===== src/rtl/dram_fifo_ctrl_pkg.sv =====
// rtl/dram_fifo_ctrl_pkg.sv - shared sizing helpers for the LUT-RAM FIFO controller
package dram_fifo_ctrl_pkg;

  // Number of words held by the LUT-RAM array for a given address width.
  function automatic int depth_of(input int aw);
    return 1 << aw;
  endfunction

  // Pointer/occupancy width: one extra wrap bit above the address.
  function automatic int cnt_w(input int aw);
    return aw + 1;
  endfunction

  // Only the native LUT-RAM primitive depths (32 and 64) are supported.
  function automatic bit aw_legal(input int aw);
    return (aw == 5) || (aw == 6);
  endfunction

endpackage


===== src/rtl/ram_sxp.sv =====
// rtl/ram_sxp.sv - LUT-RAM array, synchronous write, asynchronous read
module ram_sxp
  import dram_fifo_ctrl_pkg::*;
#(
  parameter int DATA_WIDTH  = 16,
  parameter int ADDR_WIDTH  = 5,
  parameter int ULTRA_SCALE = 0,
  parameter int MODE_SDP    = 1
) (
  input  logic                  clk,
  input  logic                  we,
  input  logic [ADDR_WIDTH-1:0] waddr,
  input  logic [DATA_WIDTH-1:0] wdata,
  input  logic [ADDR_WIDTH-1:0] raddr,
  output logic [DATA_WIDTH-1:0] rdata
);

  localparam int DEPTH = depth_of(ADDR_WIDTH);

  // Only the simple-dual-port flavour exists in this array.
  if (MODE_SDP != 1) begin : g_bad_mode
    $error("ram_sxp: only MODE_SDP=1 is implemented");
  end

  // Primitive family select must be 7-series (0) or UltraScale (1).
  if ((ULTRA_SCALE != 0) && (ULTRA_SCALE != 1)) begin : g_bad_family
    $error("ram_sxp: ULTRA_SCALE must be 0 or 1");
  end

  logic [DATA_WIDTH-1:0] mem [DEPTH];

  // Write port; the array has no reset, validity is tracked by the controller.
  always_ff @(posedge clk) begin
    if (we) begin
      mem[waddr] <= wdata;
    end
  end

  assign rdata = mem[raddr];

endmodule


===== src/rtl/dram_fifo_ctrl.sv =====
// rtl/dram_fifo_ctrl.sv - FIFO controller around a LUT-RAM with registered output stage
module dram_fifo_ctrl
  import dram_fifo_ctrl_pkg::*;
#(
  parameter int DATA_WIDTH   = 16,
  parameter int ADDR_WIDTH   = 5,
  parameter int ULTRA_SCALE  = 0,
  parameter int AFULL_THRESH = 24
) (
  input  logic                  clk,
  input  logic                  rst_n,
  input  logic                  flush,
  input  logic [DATA_WIDTH-1:0] in_data,
  input  logic                  in_valid,
  output logic                  in_ready,
  output logic [DATA_WIDTH-1:0] out_data,
  output logic                  out_valid,
  input  logic                  out_ready,
  output logic [ADDR_WIDTH:0]   used,
  output logic                  afull
);

  localparam int DEPTH = depth_of(ADDR_WIDTH);
  localparam int CNT_W = cnt_w(ADDR_WIDTH);
  localparam logic [CNT_W-1:0] DEPTH_C = CNT_W'(DEPTH);
  localparam logic [CNT_W-1:0] AFULL_C = CNT_W'(AFULL_THRESH);
  localparam logic [CNT_W-1:0] ONE_C   = CNT_W'(1);

  if (!aw_legal(ADDR_WIDTH)) begin : g_bad_aw
    $error("dram_fifo_ctrl: ADDR_WIDTH must be 5 or 6");
  end

  // Threshold may equal DEPTH+1 because the output register adds one slot.
  if ((AFULL_THRESH < 1) || (AFULL_THRESH > DEPTH + 1)) begin : g_bad_afull
    $error("dram_fifo_ctrl: AFULL_THRESH must be within 1..DEPTH+1");
  end

  logic [CNT_W-1:0]      wptr, rptr;
  logic [CNT_W-1:0]      wptr_nxt, rptr_nxt;
  logic [CNT_W-1:0]      ram_cnt, ram_cnt_nxt, used_nxt;
  logic                  out_valid_nxt;
  logic                  afull_nxt;
  logic                  init_done;
  logic                  wr_en, load;
  logic [DATA_WIDTH-1:0] rdata;

  // Wrap bit makes full (DEPTH) and empty (0) distinguishable by subtraction.
  assign ram_cnt  = wptr - rptr;
  assign in_ready = init_done & (ram_cnt != DEPTH_C);
  // A flushed write is dropped before it reaches the array.
  assign wr_en    = in_valid & in_ready & ~flush;
  // The output register refills whenever it is empty or being drained; a word
  // written this cycle is not yet counted in ram_cnt, so there is no bypass.
  assign load     = (ram_cnt != '0) & (~out_valid | out_ready);
  assign used     = ram_cnt + {{ADDR_WIDTH{1'b0}}, out_valid};

  // Next pointer/valid state, used both for the registers and the afull look-ahead.
  always_comb begin
    wptr_nxt      = wptr;
    rptr_nxt      = rptr;
    out_valid_nxt = out_valid;
    if (flush) begin
      wptr_nxt      = '0;
      rptr_nxt      = '0;
      out_valid_nxt = 1'b0;
    end else begin
      if (wr_en) begin
        wptr_nxt = wptr + ONE_C;
      end
      if (load) begin
        rptr_nxt      = rptr + ONE_C;
        out_valid_nxt = 1'b1;
      end else if (out_valid & out_ready) begin
        out_valid_nxt = 1'b0;
      end
    end
    ram_cnt_nxt = wptr_nxt - rptr_nxt;
    used_nxt    = ram_cnt_nxt + {{ADDR_WIDTH{1'b0}}, out_valid_nxt};
    afull_nxt   = ~flush & (used_nxt >= AFULL_C);
  end

  // Control registers; out_data keeps its last word when drained or flushed.
  always_ff @(posedge clk or negedge rst_n) begin
    if (!rst_n) begin
      wptr      <= '0;
      rptr      <= '0;
      out_valid <= 1'b0;
      out_data  <= '0;
      afull     <= 1'b0;
      init_done <= 1'b0;
    end else begin
      wptr      <= wptr_nxt;
      rptr      <= rptr_nxt;
      out_valid <= out_valid_nxt;
      afull     <= afull_nxt;
      init_done <= 1'b1;
      if (load & ~flush) begin
        out_data <= rdata;
      end
    end
  end

  ram_sxp #(
    .DATA_WIDTH (DATA_WIDTH),
    .ADDR_WIDTH (ADDR_WIDTH),
    .ULTRA_SCALE(ULTRA_SCALE),
    .MODE_SDP   (1)
  ) u_ram (
    .clk  (clk),
    .we   (wr_en),
    .waddr(wptr[ADDR_WIDTH-1:0]),
    .wdata(in_data),
    .raddr(rptr[ADDR_WIDTH-1:0]),
    .rdata(rdata)
  );

endmodule

===== config.mk =====
export PLATFORM = sky130hd
export DESIGN_NAME = dram_fifo_ctrl
export DESIGN_NICKNAME = d
export VERILOG_FILES = /design/src/rtl/dram_fifo_ctrl_pkg.sv /design/src/rtl/ram_sxp.sv /design/src/rtl/dram_fifo_ctrl.sv
export SDC_FILE = /design/constraint.sdc
export NUM_CORES = 1
export LEC_CHECK = 0
export ABC_AREA = 0
export BUFFER_PORTS_ARGS = -buffer_cell sky130_fd_sc_hd__buf_4
export CAP_MARGIN = 0
export CORE_AREA = 2 2 143 285
export DETAILED_ROUTE_END_ITERATION = 10
export DIE_AREA = 0 0 145 287
export PLACE_DENSITY = 0.78
export SYNTH_ARGS = -nofsm -noshare
export SYNTH_HDL_FRONTEND = slang
export SYNTH_SLANG_ARGS = --single-unit

===== constraint.sdc =====
create_clock -name clk -period 5.6 [get_ports clk]
set_input_delay 0.56 -clock clk [delete_from_list [all_inputs] [get_ports clk]]
set_output_delay 0.56 -clock clk [all_outputs]
set_load 0.03 [all_outputs]

==> flow_summary.json, run 1 <==
{
  "hpwl_mm": 28.1,
  "synth_edf_count": 512,
  "cap_violations": 0,
  "p_leak_nw": 7.74,
  "syn_area_um2": 21500,
  "wl_per_cell_um": 29.3,
  "rsz0062_at_grt": "no",
  "area_growth_pct": 12.0,
  "hold_viol": 0,
  "drtIter0Drc": 982,
  "cts_root_buffer": "clkbuf_16",
  "reg2reg_slack_ps": 290,
  "fin_crit_sh": 0.948,
  "worstSkewPairLatency_ps": 560,
  "grt_pass1_wl_mm": 70.9,
  "fp.dieW_um": 145,
  "cp.required_ps": 6080,
  "clockBufferDepth": 3,
  "synth_fp_nets": 1031,
  "r2r_start": "wptr[0]$_DFF_PN0_",
  "max_stage_delay_ps": 540,
  "wl_mm": 47.6,
  "antenna_found_initial": 0,
  "synth.largest_area_cell": "edfxtp_1",
  "cts_buffers": 43,
  "portBuffers": 45,
  "dieArea_um2": 41600,
  "core-area_um2": 39300,
  "mostFrequentLayoutCells": "512 x edfxtp_1, 160 x mux4_2, 79 x buf_4",
  "grt_pass1_vias": 11000,
  "syn_inst": 986,
  "tns_ps": 0,
  "dr.pass1.iters": 5,
  "crit_type": "register to register",
  "worst_slew_pin_slew_ps": 1310,
  "clk_pin_slew_worst_paths_ps": 70,
  "via_count": 10200,
  "ant_nets": 0,
  "gp_congestion": 0.790,
  "reg2reg_depth": 20,
  "grt_start_max_net_pins": 106,
  "io_pins": 46,
  "route.detailed.drc": 0,
  "layout-drive-gt1-share": 0.323,
  "synth_cell_types": 45,
  "n_fill_cell": 2623,
  "synth_area_leaders": "edfxtp_1 72%, mux4_2 17%, dfrtp_1 3.6%, ha_1 1.3%, nor2_1 0.89%",
  "final_common_cell": "edfxtp_1",
  "setup_viol_count_final": 0,
  "startpoint_type": "register",
  "endpoint": "afull$_DFF_PN0_",
  "synth.avg_cell_area_um2": 21.8,
  "async_flop_share": 0.0571,
  "clock_skew_ps": 29.1,
  "yosysWarnings": 0,
  "outcome": "complete, no violations",
  "crit_fanout": 5,
  "synth_top_area_share": 0.715,
  "setup.worst_path.start": "wptr[0]$_DFF_PN0_",
  "path_cells": "inv_2, ha_1, inv_1, fa_1, xor2_1, nor3_2, o21ai_1, o41ai_4, buf_4, mux2i_1, or2_2, ha_1, ha_1, a21o_1, a311o_1, a21oi_1, xnor2_1, or4_4, a211o_1, a31oi_1",
  "synth_seq_cells": 543,
  "fmax_ghz": 0.188,
  "hold_path_class": "input port to register",
  "grt_overflow_total": 0,
  "crit_top_cell": "ha_1",
  "die_h_um": 287,
  "reg2reg_to": "afull$_DFF_PN0_",
  "cts_tree": "done",
  "critPathSlowestCell": "o41ai_4",
  "peakVddDrop_uv": 327,
  "cp_data_arrival_time_ps": 5790,
  "antennaDiodeCount": 0,
  "p_total_mw": 9.78,
  "via_per_inst": 6.27,
  "period_minus_slack_ps": 5310,
  "slew_violations": 0,
  "yosysSeqAreaShare": 0.751,
  "cts_sinks": 543,
  "htreeDepth": 2,
  "relSlewSlack": 0.125,
  "track_usage": 0.235,
  "end_kind": "register",
  "rows": 103,
  "start_util": 0.547,
  "layout.nets": 1110,
  "power_density_nw_per_um2": 406,
  "synth_flop_cell": "edfxtp_1"
}
==> flip-flops by register name, indices dropped and copies added (netlist names) <==
name and flops:
wptr 6, init_done 1, out_valid 1, afull 1
u_ram.mem 512, out_data 16, rptr 6
==> routing by layer <==
metal / GRT usage / wire length [um]
met5: 0 / 0
met3: 0.0292 / 2370
met1: 0.267 / 16400
met4: 0.115 / 2210
met2: 0.436 / 26600
==> where the power goes <==
group          internal (mW)  switching, mW  leakage (nW)
sequential              4.52         0.0469          5.00
combinational           1.01           1.13          2.07
clock                   1.68           1.39         0.676
==> how the worst min path moves through the flow <==
stage,slack (ps),to,depth (start not counted),start
global route,340,rptr[5]$_DFF_PN0_,2,flush
CTS,300,rptr[3]$_DFF_PN0_,2,flush
global placement,470,out_data[9]$_DFFE_PN0P_,2,out_data[9]$_DFFE_PN0P_
detailed placement,470,out_data[2]$_DFFE_PN0P_,2,out_data[2]$_DFFE_PN0P_
floorplan,260,afull$_DFF_PN0_,0,rst_n
finish,320,rptr[3]$_DFF_PN0_,2,flush
==> stage by stage <==
| step | utilization | setup slack, ps | instances | area [um^2] | hold WS [ps] |
|---|---|---|---|---|---|
| 2_1_floorplan | - | 236 | 986 | 21500 | 264 |
| 3_3_place_gp | 0.576 | 346 | 1543 | 22700 | 470 |
| 3_5_place_dp | 0.576 | 182 | 1543 | 22700 | 472 |
| 4_1_cts | 0.612 | 161 | 1622 | 24100 | 297 |
| 5_1_grt | 0.613 | 23.3 | 1623 | 24100 | 339 |
| 6_report | 0.613 | 292 | 1623 | 24100 | 316 |
==> cells in the mapped netlist, types with 2 or more instances <==
master    count
or3_1         2
ha_1         22
a31oi_1       2
nor3_1        2
inv_1        13
and2_1        3
nor4_1        2
xnor2_1      11
nand3_1       7
mux2i_1      18
and3_1        5
edfxtp_1    512
nor2_1       51
buf_1        12
nand2_1      25
mux4_2      160
or2_2         6
a21oi_1       8
nand3b_1      3
nand4_1       5
fa_1          2
xor2_1        9
inv_2         2
o21ai_0      19
clkbuf_1     23
nand2b_1      2
buf_2        12
dfrtp_1      31
==> area by class of cell <==
| cell class | count | area, um^2 | area share |
|---|---|---|---|
| multi-input combinational | 381 | 5180 | 0.215 |
| inverter | 15 | 56.3 | 0.00234 |
| sequential | 543 | 16200 | 0.671 |
| tap | 525 | 657 | 0.0273 |
| timing repair buffer | 81 | 623 | 0.0259 |
| clock inverter | 23 | 229 | 0.00951 |
| clock buffer | 55 | 1170 | 0.0487 |
==> logic make-up (layout without fill, tap and decap cells) <==
family                     Yosys count  count (layout)  share of synthesized area
AOI/OAI and AO/OA                   41              41                     0.0128
xor gates and xnor gates            20              20                    0.00815
adders and majority gates           24              24                     0.0147
buffers and inverters               62             174                     0.0115
DFF                                543             543                      0.751
muxes                              178             178                      0.176
other                                1               1                   0.000174
and+or+nand+nor                    117             117                     0.0254
==> worst max-delay path, delay by kind of cell, from the launching register on <==
kind,cells,cell delay (ps)
buf+inv,3,390
mux,1,60
xor+xnor,2,310
flops,1,430
compound gates,7,1940
simple gates,3,920
fa+ha+maj,4,1160
==> repair_timing <==
item / CTS / global route
resized for setup: 0 / 3
setup buffers: 0 / 1
endpoints found under the hold margin: 31 / 0
hold buffers: 1 / 0
endpoints found under the setup margin: 0 / 1
Note: power is estimated with default switching activity, not from simulation.
==> inputs of run 2 (changes only) <==
- PLACE_DENSITY: 0.78 -> 0.74
==> run 2 against run 1 <==
Clock-buffer cell count decreased by 1. Via count decreased by 1.2%. Combinational power about the same. Sequential cell count unchanged. Non-clock buffer count increased by 2. Utilization increased by 0.43 points. Worst setup slack improved by 97 ps. Clock power increased by 6.8%. Sequential share of layout area decreased by 0.47 points.
==> flow_summary.json, run 2 (synthesized netlist as in run 1, its figures left out) <==
{
  "startpoint_type": "register",
  "setup_viol_count_final": 0,
  "switchingPower_mw": 2.59,
  "clockPowerShare": 0.328,
  "fmax_ghz": 0.192,
  "io_pins": 46,
  "via_per_inst": 6.18,
  "route.detailed.drc": 0,
  "clk_pin_slew_worst_paths_ps": 80,
  "die_h_um": 287,
  "start_util": 0.547,
  "hold_path_class": "input port to register",
  "track_usage": 0.230,
  "core-area_um2": 39300,
  "power_density_nw_per_um2": 412,
  "largest_reg_flops": 512,
  "layout-drive-gt1-share": 0.329,
  "antennaDiodeCount": 0,
  "n_fill_cell": 2568,
  "peakVddDrop_uv": 309,
  "pwr-share-comb": 0.215,
  "top_register": "u_ram.mem",
  "slew_violations": 0,
  "fin_crit_sh": 0.931,
  "clock_skew_ps": 25.4,
  "dieArea_um2": 41600,
  "crit_fanout": 5,
  "layout.nets": 1113,
  "ant_nets": 0,
  "worst_slew_pin_slew_ps": 1230,
  "multi_input_area_um2": 5180,
  "wl_per_cell_um": 28.9,
  "cts_tree": "done",
  "cp_data_arrival_time_ps": 5680,
  "cts_buffers": 44,
  "cts_root_buffer": "clkbuf_16",
  "mostFrequentLayoutCells": "512 x edfxtp_1, 160 x mux4_2, 80 x buf_4",
  "sw_frac_of_total": 0.259,
  "antenna_found_initial": 0,
  "grt_pass1_vias": 10700,
  "grt_overflow_total": 0,
  "reg2reg_depth": 20,
  "worstSkewPairLatency_ps": 570,
  "gp_congestion": 0.866,
  "grt_pass1_wl_mm": 68.8,
  "final_common_cell": "edfxtp_1",
  "dr.pass1.iters": 5,
  "reg_top3": "u_ram.mem x512, out_data x16",
  "wl_mm": 47.1,
  "hpwl_mm": 26.8,
  "tns_ps": 0,
  "stdcell_area_um2": 24300,
  "drtIter0Drc": 964,
  "p_leak_nw": 7.82,
  "p_int_mw": 7.40,
  "period_minus_slack_ps": 5210,
  "fp.dieW_um": 145,
  "area_growth_pct": 12.8,
  "relSlewSlack": 0.180,
  "cts_sinks": 543,
  "htreeDepth": 2,
  "crit_type": "register to register",
  "hold_viol": 0,
  "portBuffers": 45,
  "grt_start_max_net_pins": 131,
  "via_count": 10100,
  "seq_area_um2": 16200,
  "dpl_cell_area_um2": 22700,
  "end_kind": "register",
  "rsz0062_at_grt": "no",
  "cp.required_ps": 6070,
  "seqPwrFrac": 0.457,
  "rows": 103,
  "clockBufferDepth": 3,
  "cap_violations": 0,
  "hold_path_depth": 2,
  "fin_util": 0.617,
  "outcome": "complete, no violations"
}
## run 2: worst paths after layout
kind | from | to | slack [ps]
max in group asynchronous | rst_n | rptr[2]$_DFF_PN0_ | 4750
min reg2reg | out_data[9]$_DFFE_PN0P_ | out_data[9]$_DFFE_PN0P_ | 490
min | flush | rptr[4]$_DFF_PN0_ | 330
min in group asynchronous | rst_n | out_data[2]$_DFFE_PN0P_ | 480
max reg2reg | wptr[0]$_DFF_PN0_ | afull$_DFF_PN0_ | 390
max | wptr[0]$_DFF_PN0_ | afull$_DFF_PN0_ | 390
## run 2: final cells by class
| class | count | area share |
|---|---|---|
| sequential | 543 | 0.666 |
| timing repair buffer | 83 | 0.0268 |
| clock buffer | 54 | 0.0499 |
| tap | 525 | 0.0271 |
| clock inverter | 28 | 0.0137 |
| inverter | 15 | 0.00232 |
| multi-input combinational | 381 | 0.214 |
## run 2: metrics by stage
stage	total power, mW	setup WS [ps]	std cells	hold WS (ps)
4_1_cts	10.1	331	1628	308
3_3_place_gp	6.79	469	1545	466
2_1_floorplan	6.20	236	986	264
3_5_place_dp	6.82	378	1545	474
6_report	9.99	389	1629	327
5_1_grt	10.3	53.0	1629	329
## run 2: timing repair
item,4_1_cts,5_1_grt
hold buffers,1,0
setup endpoints to repair,0,1
buffers inserted,0,1
gates resized for setup,0,2
endpoints found under the hold margin,31,0
## run 2: power by group through the flow
| stage | Combinational (mW) | Clock (mW) | Sequential, mW |
|---|---|---|---|
| 2_1_floorplan | 1.43 | 0 | 4.77 |
| 3_3_place_gp | 2.14 | 0 | 4.65 |
| 4_1_cts | 2.17 | 3.32 | 4.57 |
| 6_report | 2.15 | 3.28 | 4.57 |
| 3_5_place_dp | 2.16 | 0 | 4.66 |
| 5_1_grt | 2.29 | 3.45 | 4.58 |
## run 2: worst max-delay path: stages, from the launching register on
cell	delay [ps]
dfrtp_1	430
inv_1	160
ha_1	190
inv_1	50
fa_1	410
xor2_1	230
nor3_2	170
o21ai_1	160
o41ai_4	460
buf_4	190
mux2i_1	60
or2_2	320
ha_1	320
ha_1	280
a21o_1	170
a311o_1	350
a21oi_1	190
xnor2_1	110
or4_4	430
a211o_1	300
a31oi_1	150
## run 2: metal layers
layer | wire (um) | vias up | global-route usage | share of wire
li1 | - | 4242 | - | -
met1 | 16700 | 5321 | 0.267 | 0.35
met2 | 26200 | 394 | 0.425 | 0.56
met3 | 2180 | 107 | 0.0302 | 0.046
met4 | 2030 | 0 | 0.106 | 0.043
met5 | 0 | - | 0 | 0
==> inputs of run 3 (changes only) <==
- GPL_TIMING_DRIVEN: default -> 0
==> run 3 against run 2 <==
Hold slack better by 80 ps. Clock power is 3% lower. Sequential cell count stayed put. Largest cell class unchanged. Critical endpoint unchanged. Non-clock buffer count is 42 higher. Total power is 0.89% higher. Critical path type unchanged.
==> flow_summary.json, run 3 (synthesized netlist as in run 1, its figures left out) <==
{
  "outcome": "complete, no violations",
  "hold_path_depth": 1,
  "end_kind": "register",
  "via_count": 10500,
  "largest_reg_flops": 512,
  "reg_top3": "u_ram.mem x512, out_data x16",
  "reg2reg_depth": 20,
  "ant_nets": 0,
  "route.detailed.drc": 0,
  "drtIter0Drc": 1047,
  "start_util": 0.547,
  "power_density_nw_per_um2": 408,
  "clockBufferDepth": 3,
  "crit_type": "register to register",
  "hpwl_mm": 35.6,
  "crit_top_cell": "ha_1",
  "clk_pin_slew_worst_paths_ps": 70,
  "clockPowerShare": 0.315,
  "crit_fanout": 10,
  "clock_skew_ps": 24.3,
  "peakVddDrop_uv": 270,
  "period_minus_slack_ps": 5420,
  "fmax_ghz": 0.185,
  "relSlewSlack": 0.205,
  "switchingPower_mw": 2.73,
  "cp_data_arrival_time_ps": 5890,
  "min_to": "u_ram.mem[0][9]$_DFFE_PP_",
  "mostFrequentLayoutCells": "512 x edfxtp_1, 160 x mux4_2, 50 x buf_4",
  "gp_congestion": 0.882,
  "worst_slew_pin_slew_ps": 1190,
  "r2r_start": "rptr[3]$_DFF_PN0_",
  "core-area_um2": 39300,
  "reg2reg_to": "afull$_DFF_PN0_",
  "max_stage_delay_ps": 430,
  "antennaDiodeCount": 0,
  "stdcell_area_um2": 24700,
  "grt_pass1_vias": 11300,
  "worstSkewPairLatency_ps": 570,
  "cts_buffers": 44,
  "layout-drive-gt1-share": 0.323,
  "die_h_um": 287,
  "area_growth_pct": 14.9,
  "fin_crit_sh": 0.967,
  "fp.dieW_um": 145,
  "top_register": "u_ram.mem",
  "reg2reg_slack_ps": 180,
  "seqPwrFrac": 0.453,
  "dr.pass1.iters": 5,
  "wl_mm": 51.5,
  "cap_violations": 0,
  "cp.required_ps": 6070,
  "critPathSlowestCell": "dfrtp_1",
  "setup_viol_count_final": 0,
  "slew_violations": 0,
  "pwr-share-comb": 0.232,
  "grt_pass1_wl_mm": 75.2,
  "final_common_cell": "edfxtp_1",
  "n_fill_cell": 2572,
  "path_cells": "inv_2, buf_4, ha_1, a21oi_1, and3_1, o21ai_2, o41ai_4, buf_6, nor2_1, xnor2_1, or2_2, ha_1, ha_1, and2_1, a311o_1, a21oi_1, xnor2_1, or4_4, a211o_1, a31oi_1",
  "hp-start": "in_data[9]",
  "dieArea_um2": 41600,
  "htreeDepth": 2,
  "hold_viol": 0,
  "grt_start_max_net_pins": 33,
  "io_pins": 46,
  "wl_per_cell_um": 30.9,
  "cts_sinks": 543,
  "p_leak_nw": 7.98,
  "layout.nets": 1155,
  "antenna_found_initial": 1,
  "portBuffers": 44,
  "dpl_cell_area_um2": 23200,
  "cts_tree": "done",
  "p_int_mw": 7.35,
  "p_total_mw": 10.1,
  "rows": 103,
  "hold_path_class": "input port to register",
  "sw_frac_of_total": 0.271,
  "grt_overflow_total": 0,
  "startpoint_type": "register",
  "via_per_inst": 6.28,
  "track_usage": 0.255,
  "cts_root_buffer": "clkbuf_16"
}
## run 3: timing repair
item | CTS | global route
endpoints found under the setup margin | 1 | 1
gates resized for setup | 17 | 7
endpoints found under the hold margin | 31 | 0
pin swaps | 1 | 1
hold buffers | 1 | 0
buffers inserted | 3 | 2
## run 3: power groups by stage
stage	clock (mW)	sequential [mW]	combinational (mW)
2_1_floorplan	0	4.77	1.43
3_3_place_gp	0	4.65	2.27
3_5_place_dp	0	4.65	2.31
4_1_cts	3.22	4.56	2.36
5_1_grt	3.34	4.57	2.47
6_report	3.17	4.56	2.34
## run 3: worst max-delay path by stage
stage	start	endpoint	slack [ps]	depth (start not counted)
after floorplan	rptr[2]$_DFF_PN0_	afull$_DFF_PN0_	240	21
after global placement	rptr[2]$_DFF_PN0_	afull$_DFF_PN0_	-800	21
after detailed placement	rptr[2]$_DFF_PN0_	afull$_DFF_PN0_	-970	21
after CTS	rptr[3]$_DFF_PN0_	afull$_DFF_PN0_	90	20
after global routing	rptr[3]$_DFF_PN0_	afull$_DFF_PN0_	-10	20
final	rptr[3]$_DFF_PN0_	afull$_DFF_PN0_	180	20
## run 3: per-layer routing
metal  GRT usage  wire (um)  vias up
li1            -          -     4332
met1       0.259      16100     5511
met2       0.491      29500      477
met3      0.0365       2560      153
met4       0.147       3300        2
met5           0         11        -
## run 3: layout make-up
cell class	count	area, um^2	area share
inverter	15	56.3	0.00228
timing repair buffer	81	972	0.0394
sequential	543	16200	0.654
buffer	44	205	0.00831
clock buffer	54	1180	0.0478
clock inverter	26	289	0.0117
multi-input combinational	381	5190	0.210
tap	525	657	0.0266
## run 3: worst max-delay path, delay by kind of cell, from the launching register on
kind                       cells  cell delay (ps)
AOI/OAI and AO/OA              7             1650
adders and majority gates      3              980
buffers and inverters          3              790
DFF                            1              430
xor gates and xnor gates       2              240
and+or+nand+nor                5             1240
## run 3: stage by stage
step | utilization | instances | TNS (ps) | hold WS, ps | worst slack [ps]
6_report | 0.628 | 1669 | 0 | 407 | 183
5_1_grt | 0.628 | 1669 | -15.0 | 413 | -15.0
4_1_cts | 0.628 | 1669 | 0 | 392 | 89.2
3_5_place_dp | 0.589 | 1586 | -969 | 472 | -969
3_3_place_gp | 0.572 | 1555 | -92940 | 468 | -796
2_1_floorplan | - | 986 | 0 | 264 | 236
